--- src/rtl/fw_wishbone_pkg.sv ---
// fw_wishbone_pkg: shared Wishbone slice FSM encodings and timeout counter sizing.
package fw_wishbone_pkg;
  typedef enum logic [1:0] {
    IDLE = 2'd0,
    REQ  = 2'd1,
    RSP  = 2'd2
  } slice_state_e;

  function automatic int ctr_width(input int cycles);
    return $clog2(cycles + 1);
  endfunction
endpackage

--- src/rtl/wb_slice_timeout_ctr.sv ---
// wb_slice_timeout_ctr: counts enabled cycles since clear, flags the LIMIT-th one.
module wb_slice_timeout_ctr
  import fw_wishbone_pkg::*;
#(
  parameter int LIMIT = 256
) (
  input  logic clock,
  input  logic reset,
  input  logic clear,
  input  logic en,
  output logic expired
);
  localparam int CW = ctr_width(LIMIT);
  logic [CW-1:0] cnt;
  always_ff @(posedge clock)
    cnt <= (!reset || clear) ? '0 : en ? cnt + 1'b1 : cnt;
  assign expired = en && cnt == CW'(LIMIT - 1);
endmodule

--- src/rtl/wb_initiator_slice.sv ---
// wb_initiator_slice: registered single-outstanding Wishbone classic bridge.
// Define WB_INITIATOR_SLICE_TIMEOUT_EN to terminate hung cycles with err after TIMEOUT_CYCLES.
module wb_initiator_slice
  import fw_wishbone_pkg::*;
#(
  parameter int WB_ADDR_WIDTH  = 32,
  parameter int WB_DATA_WIDTH  = 32,
  parameter int TIMEOUT_CYCLES = 256
) (
  input  logic                       clock,
  input  logic                       reset,
  input  logic [WB_ADDR_WIDTH-1:0]   adr,
  input  logic [WB_DATA_WIDTH-1:0]   dat_w,
  output logic [WB_DATA_WIDTH-1:0]   dat_r,
  input  logic                       cyc,
  output logic                       err,
  input  logic [WB_DATA_WIDTH/8-1:0] sel,
  input  logic                       stb,
  output logic                       ack,
  input  logic                       we,
  output logic [WB_ADDR_WIDTH-1:0]   tadr,
  output logic [WB_DATA_WIDTH-1:0]   tdat_w,
  input  logic [WB_DATA_WIDTH-1:0]   tdat_r,
  output logic                       tcyc,
  input  logic                       terr,
  output logic [WB_DATA_WIDTH/8-1:0] tsel,
  output logic                       tstb,
  input  logic                       tack,
  output logic                       twe
);
  slice_state_e state;
  logic drop, tmo, done;
`ifdef WB_INITIATOR_SLICE_TIMEOUT_EN
  wb_slice_timeout_ctr #(.LIMIT(TIMEOUT_CYCLES)) u_ctr (
    .clock  (clock),
    .reset  (reset),
    .clear  (state != REQ),
    .en     (state == REQ),
    .expired(tmo)
  );
`else
  assign tmo = TIMEOUT_CYCLES == 0;
`endif
  assign done = tack || terr || tmo;
  always_ff @(posedge clock) begin
    if (!reset) begin
      state  <= IDLE;
      drop   <= 1'b0;
      ack    <= 1'b0;
      err    <= 1'b0;
      dat_r  <= '0;
      tadr   <= '0;
      tdat_w <= '0;
      tsel   <= '0;
      twe    <= 1'b0;
      tcyc   <= 1'b0;
      tstb   <= 1'b0;
    end else begin
      ack <= 1'b0;
      err <= 1'b0;
      case (state)
        IDLE: if (cyc && stb) begin
          tadr   <= adr;
          tdat_w <= dat_w;
          tsel   <= sel;
          twe    <= we;
          tcyc   <= 1'b1;
          tstb   <= 1'b1;
          drop   <= 1'b0;
          state  <= REQ;
        end
        REQ: if (done) begin
          // a timeout without tack/terr reports err with zero data
          dat_r <= (terr || twe || !tack) ? '0 : tdat_r;
          ack   <= cyc && !drop && tack && !terr;
          err   <= cyc && !drop && (terr || !tack);
          tcyc  <= 1'b0;
          tstb  <= 1'b0;
          state <= RSP;
        end else if (!cyc) drop <= 1'b1;
        default: state <= IDLE;
      endcase
    end
  end
endmodule
--- config.mk ---
export PLATFORM = sky130hd
export DESIGN_NAME = wb_initiator_slice
export DESIGN_NICKNAME = d
export VERILOG_FILES = /design/src/rtl/fw_wishbone_pkg.sv /design/src/rtl/wb_slice_timeout_ctr.sv /design/src/rtl/wb_initiator_slice.sv
export SDC_FILE = /design/constraint.sdc
export NUM_CORES = 1
export LEC_CHECK = 0
export ABC_AREA = 1
export BUFFER_PORTS_ARGS = -buffer_cell sky130_fd_sc_hd__clkbuf_2
export CAP_MARGIN = 20
export CORE_AREA = 5 5 119 121
export DETAILED_ROUTE_END_ITERATION = 8
export DIE_AREA = 0 0 124 126
export GPL_TIMING_DRIVEN = 0
export PLACE_DENSITY = 0.67
export SKIP_CTS_REPAIR_TIMING = 1
export SYNTH_ARGS = -nofsm -noshare
export SYNTH_HDL_FRONTEND = slang
export SYNTH_SLANG_ARGS = --single-unit
export TNS_END_PERCENT = 5
--- constraint.sdc ---
create_clock -name clock -period 1.5 [get_ports clock]
set_clock_uncertainty 0.05 [all_clocks]
set_input_delay 0.225 -clock clock [delete_from_list [all_inputs] [get_ports clock]]
set_output_delay 0.225 -clock clock [all_outputs]
set_load 0.1 [all_outputs]
==> impl_metrics.tcl <==
set metrics [dict create \
    cts.root.buffer_cell "sky130_fd_sc_hd__clkbuf_16" \
    syn2layout_area_growth_pct 44.0 \
    insertion_delay_ps 350 \
    yosys_warnings 0 \
    comb_power_share 0.225 \
    floorplan.die.width_um 124 \
    num_io_pins 212 \
    worst_slew_pin_slew_ps 588 \
    mostFrequentLayoutCells "sky130_fd_sc_hd__clkbuf_2 (206), sky130_fd_sc_hd__nor2_1 (145), sky130_fd_sc_hd__dfxtp_1 (106), sky130_fd_sc_hd__o21ai_0 (68), sky130_fd_sc_hd__nand2_1 (37)" \
    ctsHtreeMaxLevel 3 \
    grt_max_degree 18 \
    r2r_start "state[1]" \
    critical_path.max_stage_delay_ps 490 \
    diodes 0 \
    rows 42 \
    syn_nets 579 \
    antenna_found_initial 0 \
    crit_buf_inv 1 \
    final-max-slew-violation-count 0 \
    core_region_area_um2 13000 \
    final_common_cell "sky130_fd_sc_hd__clkbuf_2" \
    critPathCaptureType "output pin" \
    numnets_final 801 \
    dp_cells 859 \
    clock_power_share 0.385 \
    p_per_area_nw_per_um2 1440 \
    detail_route.vias_per_cell 4.30 \
    synth.top_cell.area_share 0.565 \
    avgSynthCellArea_um2 8.04 \
    finalWirelength_um 11400 \
    synth.lib_cells_used.distinct 18 \
    power.share.sequential 0.390 \
    cp-startpoint "tadr[26]" \
    ir_worst_vdd_uv 557 \
    setup_viol_count_final 0 \
    finalWeightedCongestion 0.732 \
    total_chip_power_mw 7.86 \
    yosys-top-cells-area "sky130_fd_sc_hd__dfxtp_1 (56%), sky130_fd_sc_hd__nor2_1 (14%), sky130_fd_sc_hd__o21ai_0 (9.0%)" \
    cp_cell_sequence "clkbuf_2" \
    synth_seq_area_share 0.565 \
    critical-path-top-delay-family "buffers and inverters" \
    clock-sinks 107 \
    critical_path_rt_ps 1220 \
    detail_route.wl_per_cell_um 13.1 \
    r2r_slack_ps 100 \
    post_route_cells_drive_above_1_share 0.366 \
    hold_path.class "in2reg" \
    run_status "finished clean" \
    fmax_ghz 0.687 \
    cts_made_buffers 9 \
    crit_fanout 2 \
    worst_r2r_endpoint "tadr[25]" \
    synth-seq-cells 107 \
    die_y_um 126 \
    route.vias.total 3763 \
    netlist_area_um2 3790 \
    synthDominantAreaCellType "sky130_fd_sc_hd__dfxtp_1" \
    drt-initial-drc-count 165 \
    p_leak_nw 2.54 \
    hold_violations 0 \
    route.antenna.remaining_nets 0 \
    start_util 0.292 \
    cellInternalPower_mw 5.31 \
    post_synth_inst_count 472 \
    netSwitchingFraction 0.325 \
    first_pass_grt_wire_length_um 18000 \
    timing.critical_path.slowest_stage_cell "sky130_fd_sc_hd__clkbuf_2" \
    critical_path_arrival_ps 1180 \
    max-cap-violations 0 \
    grt_setup_unrepaired "true" \
    cts-root-to-sink-buffers 2 \
    route.detailed.drc 0 \
    worstRegToRegCells 5 \
    timing.critical_path.from_type "register" \
    critical_path_class "reg2out" \
    io_buffer_count 211 \
    worstSetupEndpoint "tadr[26]" \
    timing.final.crit_share 0.970 \
    first_pass_iters 4 \
    net-switching-power_mw 2.56 \
    timing.final.crit_period_ps 1460 \
    grt_pass1_vias 3672 \
    die-area_um2 15600 \
    layoutNonFillerInstCount 875 \
    clkTransAtPathRegs_ps 70 \
    clock_tree_from_tritoncts "yes" \
    dp_hpwl_um 8910 \
    track_usage 0.147 \
    relSlewSlack 0.610 \
    cp_num_cells 1 \
    gr-total-overflow 0 \
]
-- tightest hold or removal path, stage by stage --
cell	delay, ps
sky130_fd_sc_hd__clkbuf_2	70
sky130_fd_sc_hd__o21ai_1	50
sky130_fd_sc_hd__nor2_1	70
-- synthesized netlist by cell type --
cell type / n
sky130_fd_sc_hd__inv_1: 5
sky130_fd_sc_hd__buf_4: 4
sky130_fd_sc_hd__nand3_1: 32
sky130_fd_sc_hd__nor2_1: 145
sky130_fd_sc_hd__clkbuf_1: 14
sky130_fd_sc_hd__o21ai_0: 68
sky130_fd_sc_hd__dfxtp_1: 107
sky130_fd_sc_hd__buf_2: 9
sky130_fd_sc_hd__nand3_4: 1
sky130_fd_sc_hd__nor2_2: 2
sky130_fd_sc_hd__inv_4: 1
sky130_fd_sc_hd__nor2_4: 1
sky130_fd_sc_hd__buf_6: 7
sky130_fd_sc_hd__o21ai_1: 1
sky130_fd_sc_hd__nand2_1: 37
sky130_fd_sc_hd__nand2_2: 2
sky130_fd_sc_hd__a21oi_1: 34
sky130_fd_sc_hd__inv_2: 2
-- metrics by stage --
step                area, µm²   util  setup TNS, ps  setup WS, ps  hold WS, ps
finish                   5460  0.421              0          44.5         65.2
global route             5460  0.421          -68.8         -37.3         71.1
CTS                      5460  0.421           -123         -94.9         51.0
detailed placement       5070  0.391              0          39.1          405
global placement         5070  0.391              0          51.4          401
floorplan                3790      -          -2010         -68.5          323
-- layer usage --
| metal | track usage | vias up | share of wire |
|---|---|---|---|
| li1 | - | 1971 | - |
| met1 | 0.171 | 1625 | 0.42 |
| met2 | 0.231 | 151 | 0.44 |
| met3 | 0.0655 | 16 | 0.12 |
| met4 | 0.0631 | 0 | 0.022 |
| met5 | 0 | - | 0 |
-- how the worst min path moves through the flow --
stage                   start   endpoint  slack (ps)  cells past startpoint
floorplan             adr[22]   tadr[22]         320                      2
global placement         drop       drop         400                      2
detailed placement  dat_r[17]  dat_r[17]         400                      2
CTS                   adr[22]   tadr[22]          50                      3
global route         dat_w[4]  tdat_w[4]          70                      3
finish                adr[22]   tadr[22]          70                      3
-- cell families (layout without fill, tap and decap cells) --
kind of cell | count (synthesis) | after routing | share of synthesized area
AOI/OAI and AO/OA | 103 | 103 | 0.136
and+or+nand+nor | 220 | 220 | 0.236
DFF | 107 | 107 | 0.565
buffers and inverters | 42 | 269 | 0.0630
-- final cells by class --
class                      count  area [µm²]
timing repair buffer         211        1060
clock buffer                  10         229
clock inverter                 6         159
buffer                        34         206
sequential                   107        2140
tap                          176         220
fill                        1432        7520
multi-input combinational    323        1410
inverter                       8        32.5
-- flip-flops by register name, summed over array words and instances, names as in the netlist --
| register | flops |
|---|---|
| tstb | 1 |
| ack | 1 |
| err | 1 |
| twe | 1 |
| tadr | 32 |
| state | 2 |
| tsel | 4 |
| dat_r | 32 |
| tdat_w | 32 |
| drop | 1 |
-- power groups by stage --
stage / registers [mW] / logic [mW] / clock network (mW)
5_1_grt: 3.08 / 1.88 / 3.23
6_report: 3.06 / 1.77 / 3.03
4_1_cts: 3.07 / 1.79 / 3.14
2_1_floorplan: 4.16 / 0.361 / 0
3_5_place_dp: 3.13 / 1.79 / 0
3_3_place_gp: 3.13 / 1.79 / 0
Power figures use the tool's default switching activity.
